**src/rtl/hack_rom_loader.sv**
```systemverilog
// rtl/hack_rom_loader.sv - Hack instruction ROM loader with byte-stream writer and CPU fetch port
//
// Purpose:
//   Receives a program as a byte stream (16-bit big-endian length, then
//   big-endian 16-bit instruction words), writes the words into an internal
//   ROM, and keeps the CPU in reset until a complete program is present.
//   The CPU fetch port reads the ROM combinationally; words beyond the
//   loaded program read as zero.
//
// Ports:
//   clk         system clock (rising edge)
//   rst_n       asynchronous active-low reset
//   load_start  one-cycle pulse, begins or restarts a program load
//   rx_data     program byte
//   rx_valid    rx_data is valid
//   rx_ready    loader accepts a byte this cycle
//   pc          CPU fetch address
//   instr       instruction at pc, zero outside the loaded program
//   cpu_reset   active-high reset to the CPU core
//   load_done   program loaded, CPU released
//   load_error  declared length exceeds ROM depth
//   word_count  number of words currently loaded

module hack_rom_loader #(
  parameter int ADDR_W = 8
) (
  input  logic              clk,
  input  logic              rst_n,
  input  logic              load_start,
  input  logic [7:0]        rx_data,
  input  logic              rx_valid,
  output logic              rx_ready,
  input  logic [14:0]       pc,
  output logic [15:0]       instr,
  output logic              cpu_reset,
  output logic              load_done,
  output logic              load_error,
  output logic [ADDR_W:0]   word_count
);

  localparam int          DEPTH   = 1 << ADDR_W;
  localparam logic [16:0] DEPTH_W = 17'(DEPTH);

  typedef enum logic [2:0] {
    S_IDLE,
    S_LEN_HI,
    S_LEN_LO,
    S_DATA_HI,
    S_DATA_LO,
    S_DONE,
    S_ERR
  } state_t;

  state_t            state;
  state_t            state_next;
  logic [15:0]       len;
  logic [7:0]        hold;
  logic [ADDR_W-1:0] wptr;
  logic              accept;
  logic [15:0]       len_full;
  logic [16:0]       count_inc;
  logic              cpu_reset_next;
  logic              load_done_next;
  logic              load_error_next;

  logic [15:0]       rom [DEPTH];

  // Byte handshake: only the four receiving states take bytes, and a
  // load_start cycle never consumes a byte.
  always_comb begin
    rx_ready = 1'b0;
    case (state)
      S_LEN_HI, S_LEN_LO, S_DATA_HI, S_DATA_LO: rx_ready = 1'b1;
      default:                                  rx_ready = 1'b0;
    endcase
    if (load_start) rx_ready = 1'b0;
  end

  assign accept    = rx_valid && rx_ready;
  // Length as it will be once the current (low) byte lands.
  assign len_full  = {len[15:8], rx_data};
  // Count after the word being written in DATA_LO, widened so the
  // comparison against the 16-bit length never truncates.
  assign count_inc = 17'(word_count) + 17'd1;

  // Next-state and output decode.
  always_comb begin
    state_next = state;
    if (load_start) begin
      state_next = S_LEN_HI;
    end else begin
      case (state)
        S_LEN_HI: begin
          if (accept) state_next = S_LEN_LO;
        end
        S_LEN_LO: begin
          if (accept) begin
            if (len_full == 16'd0)             state_next = S_DONE;
            else if (17'(len_full) > DEPTH_W)  state_next = S_ERR;
            else                               state_next = S_DATA_HI;
          end
        end
        S_DATA_HI: begin
          if (accept) state_next = S_DATA_LO;
        end
        S_DATA_LO: begin
          if (accept) begin
            if (count_inc == 17'(len)) state_next = S_DONE;
            else                       state_next = S_DATA_HI;
          end
        end
        default: state_next = state;
      endcase
    end

    // Status outputs are registered from the next state so they change on
    // the same edge as the state itself and never glitch.
    cpu_reset_next  = (state_next != S_DONE);
    load_done_next  = (state_next == S_DONE);
    load_error_next = (state_next == S_ERR);
  end

  always_ff @(posedge clk or negedge rst_n) begin
    if (!rst_n) begin
      state      <= S_IDLE;
      len        <= '0;
      hold       <= '0;
      wptr       <= '0;
      word_count <= '0;
      cpu_reset  <= 1'b1;
      load_done  <= 1'b0;
      load_error <= 1'b0;
    end else begin
      state      <= state_next;
      cpu_reset  <= cpu_reset_next;
      load_done  <= load_done_next;
      load_error <= load_error_next;
      if (load_start) begin
        len        <= '0;
        wptr       <= '0;
        word_count <= '0;
      end else if (accept) begin
        case (state)
          S_LEN_HI:  len[15:8] <= rx_data;
          S_LEN_LO:  len[7:0]  <= rx_data;
          S_DATA_HI: hold      <= rx_data;
          S_DATA_LO: begin
            wptr       <= wptr + 1'b1;
            word_count <= word_count + 1'b1;
          end
          default: ;
        endcase
      end
    end
  end

  // ROM array has no reset; stale contents are hidden by the fetch mask.
  always_ff @(posedge clk) begin
    if (accept && state == S_DATA_LO && !load_start) begin
      rom[wptr] <= {hold, rx_data};
    end
  end

  // pc < word_count also guarantees the upper pc bits are zero, since
  // word_count never exceeds the ROM depth.
  always_comb begin
    instr = 16'h0000;
    if (17'(pc) < 17'(word_count)) instr = rom[pc[ADDR_W-1:0]];
  end

endmodule

```
**config.mk**
```make
export PLATFORM = sky130hd
export DESIGN_NAME = hack_rom_loader
export DESIGN_NICKNAME = d
export VERILOG_FILES = /design/src/rtl/hack_rom_loader.sv
export SDC_FILE = /design/constraint.sdc
export NUM_CORES = 2
export LEC_CHECK = 0
export ABC_AREA = 1
export BUFFER_PORTS_ARGS = -buffer_cell sky130_fd_sc_hd__buf_2
export CORE_UTILIZATION = 45
export CTS_BUF_LIST = sky130_fd_sc_hd__clkbuf_4 sky130_fd_sc_hd__clkbuf_8
export DETAILED_ROUTE_END_ITERATION = 6
export PLACE_DENSITY = 0.73
export REMOVE_ABC_BUFFERS = 1
export SLEW_MARGIN = 40
export SYNTH_ARGS = -nofsm -noshare
export SYNTH_HDL_FRONTEND = slang
export SYNTH_SLANG_ARGS = --single-unit
```
**constraint.sdc**
```tcl
create_clock -name clk -period 4 [get_ports clk]
set_input_delay 0.6 -clock clk [delete_from_list [all_inputs] [get_ports clk]]
set_output_delay 0.6 -clock clk [all_outputs]
set_load 0.005 [all_outputs]
```
# == Yosys cells after proc, flatten, opt, wreduce, memory -nomap -nowiden ==
# Memories as Yosys holds them, arrays and structs flattened.
# Cells that the tools add are included.
# word_totals
reg_bits,47
ramBits,4096
in_bits,27
output_inout_bits,29
elab_cells,62
memories,1
# mem_list
name,words,width,read_ports,rd_clocked_by_memory_dff,wr,line_no,rtl
rom,256,16,1,0,1,66,logic [15:0] rom [DEPTH];
# op_classes
add_sub_neg,3
magnitude_cmp,2
eq_ne,8
mux,24
n_bitwise,1
n_reduce_logical,14
# op_table
cell,n
16-bit two-way mux,3
8-bit two-way mux,5
9-bit two-way mux,3
3-bit two-way mux,8
10-bit by 16-bit == test with 1-bit output,1
16-bit by 9-bit greater-than comparator with 1-bit output (second input constant),1
16-bit logical NOT,1
15-bit by 9-bit less-than comparator with 1-bit output,1
3-bit case mux with 4 select lines,1
9-bit by 1-bit adder with 10-bit output (second input constant),1
9-bit by 1-bit adder with 9-bit output (second input constant),1
3-bit == test (second input constant),3
8-bit by 1-bit adder with 8-bit output (second input constant),1
2-bit nonzero test,4
3-bit by 2-bit == test with 1-bit output (second input constant),2
2-bit AND reduction,3
1-bit two-way mux,4
4-bit OR reduction,1
3-bit by 1-bit == test with 1-bit output (second input constant),1
1-bit logical AND,3
3-bit != test (second input constant),1
3-bit AND reduction,1
1-bit logical NOT,1
1-bit NOT,1

# == Longest topological paths before layout ==
# depth
depth_word,9
mapped_depth,16
ltp_nobuf,16

# == Least setup slack after synthesis ==
# OpenSTA, ideal clock, no wires.
# synth_timing
path_type,register -> register
startpoint,register hold[2]
endpoint,memory rom[0][10] (data pin)
setup_ns,0.804
t_arrival_ns,3.183
slack_ns,0.013
stages_incl_launch_ff,1
path_buffers,0
synth_period_minus_slack_ns,3.987
cell_sequence,dfrtp_1
# synth_rtl
item,line_no,rtl
from (decl),57,logic [7:0] hold;
from (signal assigned),146,S_DATA_HI: hold <= rx_data;
to (decl),66,
# Straight into the memory's write port.

# == Worst setup path after layout ==
# layout_timing
startpoint,input port pc[0]
endpoint,output port instr[6]
# layout_between
elab_chain_cells,2
word_cells_on_any_way,3
cone_classes,order compare: 1; mux: 1; memory: 1
# layout_lines
item,line_no,rtl
from (decl),33,"input logic [14:0] pc,"
memory read 256 x 16 bit / 15-bit by 9-bit less-than comparator with 1-bit output (equally long branches),n/a,
16-bit two-way mux *,168,if (17'(pc) < 17'(word_count)) instr = rom[pc[ADDR_W-1:0]];
to (decl),34,"output logic [15:0] instr,"
# Every way passes the cells marked *; elsewhere a longest branch is shown, timed or not.

==> impl_metrics.env <==
export IMPL_layout_common_cells="nand2_1 (4178), edfxtp_1 (4096), nand3_1 (3842)"
export IMPL_fin_cells=20101
export IMPL_cp_cell_sequence="buf_12 > inv_8 > buf_12 > buf_12 > buf_4 > nand2_1 > nand3_1 > nand3_1 > nand3_1 > nand3_1 > nand3_1 > nand3_1 > nand3_1 > nand2_4 > nor2_2 > buf_2"
export IMPL_synth_cells=13924
export IMPL_tns_ns=-0.918
export IMPL_synth_top_cell_by_area="edfxtp_1"
export IMPL_use_met3_pct=5.40
export IMPL_overflow=0
export IMPL_ys_warn_count=0
export IMPL_port_buffers=55
export IMPL_fmax_ghz=0.242
export IMPL_ant_nets=0
export IMPL_grt_busiest_layer="met2"
export IMPL_finalPower_w=0.0955
export IMPL_clock_latency_ns=1.24
export IMPL_netlist_area_sq_um=167000
export IMPL_critPathLaunchType="input port"
export IMPL_post_drt_wl_per_cell_um=24.3
export IMPL_violations="negative setup slack"
export IMPL_leakage_nw=68.5
export IMPL_crit_path_frequent_cell="nand3_1"
export IMPL_dpl_hpwl_um=295000
export IMPL_h_tree_depth=6
export IMPL_comb_power_share_pct=9.8
export IMPL_path_clk_slew_ns=0.06
export IMPL_layout_nets=14688
export IMPL_synth_top_area_share_pct=73.5
export IMPL_grt_max_degree=159
export IMPL_grt_pass1_wl_um=712000
export IMPL_power_density_nw_per_um2=497
export IMPL_ys_seq_elements=4143
export IMPL_dieHeight_um=612
export IMPL_final_setup_viol_count=11
export IMPL_rsz0062_at_grt="yes"
export IMPL_max_stage_delay_ns=0.42
export IMPL_crit_type="in -> out"
export IMPL_status="complete, but fails checks"
export IMPL_hold_viol=0
export IMPL_crit_fanout=31
export IMPL_synth_edf_count=4096
export IMPL_nFillCells=30336
export IMPL_drc_errors=0
export IMPL_fin_crit_sh_pct=103
export IMPL_placed_area_sq_um=179000
export IMPL_first_pass_iters=7
export IMPL_max_slew_margin_pct=38.5
export IMPL_drv_cap=0
export IMPL_cts_tree="built"
export IMPL_cpMaxStageDelayCell="nand3_1"
export IMPL_gp_congestion=0.934
export IMPL_seq_power_share_pct=54.2
export IMPL_reg2reg_slack_ns=0.12
export IMPL_cts_buffers=644
export IMPL_avgViaCountPerCell=5.81
export IMPL_cts_sinks=4143
export IMPL_layout_min_cycle_time_ns=4.14
export IMPL_area_growth_synth_to_final_pct=14.8
export IMPL_synth_seq_area_share_pct=74.2
export IMPL_grt_pass1_vias=111014
export IMPL_finalWorstSetupSlack_ns=-0.137
export IMPL_cp_arrival_ns=3.54
export IMPL_die_x_um=612
export IMPL_crit_family="simple AND/OR/NAND/NOR gates"
export IMPL_dp_cells=18920
export IMPL_use_met1_pct=33.5
export IMPL_row_count=223
export IMPL_final_layout_size_suffix_gt1_share_pct=14.1
export IMPL_ios=56
export IMPL_swShare_pct=26.0
export IMPL_synthTopCellsByArea="edfxtp_1 (74%), nand3_1 (12%), nand2_1 (9.4%), buf_2 (1.3%), nor2_1 (0.96%)"
export IMPL_pwr_share_clk_pct=36.0
export IMPL_multi_input_area_sq_um=39100
export IMPL_finClkSkew_ns=0.0878
export IMPL_synth_main_ff_cell="edfxtp_1"
export IMPL_seq_area_sq_um=124000
export IMPL_crit_buf_inv=6
export IMPL_avgSynthCellArea_sq_um=12.0
export IMPL_track_usage_pct=25.4
export IMPL_die_area_sq_um=374000
export IMPL_met2_usage_pct=39.4
export IMPL_p_switching_w=0.0249
export IMPL_power_internal_w=0.0706
export IMPL_initial_core_util_pct=45.3
export IMPL_core_sq_um=369000
export IMPL_stdcell_area_sq_um=192000
export IMPL_vias=116708
export IMPL_drt_iter0_markers=17237
export IMPL_finalMaxSlewViolations=0
export IMPL_yosys_cell_types_count=37
export IMPL_cts_root_buf="clkbuf_8"
export IMPL_cts_max_path_buffers=4
export IMPL_wl_um=488000
export IMPL_worst_pin_slew_ns=0.922
export IMPL_cp_required_ns=3.40
export IMPL_antenna_found_initial=24
export IMPL_endpoint_kind="primary output"
export IMPL_synthArstFlopShare_pct=1.13
export IMPL_peakVddDrop_v=0.000466
export IMPL_hold_class="in -> reg"
export IMPL_layout_commonest_cell="nand2_1"
==> repair_timing <==
item | 4_1_cts | 5_1_grt
hold buffers | 15 | 0
setup buffers | 12 | 5
endpoints found under the setup margin | 16 | 162
gates cloned | 1 | 0
resized for setup | 97 | 56
pin swaps | 18 | 16
hold endpoints to repair | 314 | 0
==> per-layer routing <==
| metal | share of wire [%] | wire (um) |
|---|---|---|
| met5 | 0.025 | 121 |
| met4 | 5.8 | 28300 |
| met3 | 12 | 59800 |
| met2 | 46 | 223000 |
| met1 | 36 | 177000 |
==> final cells by class <==
type | instances | area share [%]
Antenna cell | 13 | 0.0169
Timing Repair Buffer | 1021 | 5.23
Tap cell | 4950 | 3.22
Clock buffer | 851 | 5.46
Inverter | 63 | 0.144
Multi-Input combinational cell | 8775 | 20.3
Sequential cell | 4143 | 64.7
Clock inverter | 285 | 0.908
==> synthesized netlist by cell type (all sizes together) (2+ instances only) <==
cell    number
a21oi       47
buf        641
clkbuf     302
dfrtp       46
edfxtp    4096
ha          13
inv         63
mux2         5
nand2     4212
nand3     3885
nand4        3
nor2       451
nor3        11
nor4         3
o211ai       2
o21ai       97
o22ai       39
xor2         3
==> worst reg2reg max path: stages, from the launching register on <==
cell and delay (ns):
dfrtp_1 0.43, inv_2 0.11, nand3_2 0.09, nand2_2 0.11, inv_2 0.06, nor2_4 0.10, nand2_4 0.05, dlygate4sd3_1 0.64
inv_6 0.12, nand2_8 0.14, nor3_2 0.26, nand2_1 0.52, buf_4 0.40, nor2_1 0.17, buf_4 0.32
==> flip-flops by register name, indices dropped and copies added (netlist names) <==
name	count
cpu_reset	1
load_done	1
rom	4096
state	3
wptr	8
len	16
hold	8
load_error	1
word_count	9
==> power by group through the flow <==
stage | sequential (W) | combinational, W | clock, W
2_1_floorplan | 0.0542 | 0.00349 | 0
3_3_place_gp | 0.0528 | 0.00866 | 0
3_5_place_dp | 0.0527 | 0.00896 | 0
4_1_cts | 0.0518 | 0.00904 | 0.0345
5_1_grt | 0.0518 | 0.00983 | 0.0364
6_report | 0.0518 | 0.00940 | 0.0343
==> kinds of logic (layout without fill, tap and decap cells) <==
logic type / Yosys count / count (layout) / share of synthesized area, %
AND/OR/NAND/NOR: 8565 / 8565 / 22.2
flip-flops: 4143 / 4143 / 74.2
AO/OA/AOI/OAI: 188 / 188 / 0.599
XOR/XNOR: 4 / 4 / 0.0209
adder cells (fa/ha/maj): 13 / 13 / 0.0972
multiplexers: 5 / 5 / 0.0337
buffers and inverters: 1006 / 2220 / 2.80
other: 0 / 13 / 0
==> metrics by stage <==
| step | hold slack (ns) | utilization [%] | setup slack (ns) |
|---|---|---|---|
| 3_3_place_gp | 0.502 | 48.4 | -0.650 |
| 6_report | 0.342 | 52.0 | -0.137 |
| 4_1_cts | 0.276 | 51.9 | -0.208 |
| 5_1_grt | 0.311 | 52.0 | -0.192 |
| 2_1_floorplan | 0.304 | - | -14.11 |
| 3_5_place_dp | 0.507 | 48.4 | -0.657 |
==> worst paths after layout <==
check | startpoint | endpoint | depth (start not counted)
setup reg to reg | state[0]$_DFF_PN0_ | rom[157][15]$_DFFE_PP_ | 14
hold / removal | rx_data[3] | rom[254][3]$_DFFE_PP_ | 2
hold reg to reg | len[15]$_DFFE_PN0P_ | len[15]$_DFFE_PN0P_ | 1
min in group asynchronous | rst_n | cpu_reset$_DFF_PN1_ | 3
max in group asynchronous | rst_n | hold[4]$_DFFE_PN0P_ | 4
setup / recovery | pc[0] | instr[6] | 16
Power figures use the tool's default switching activity.
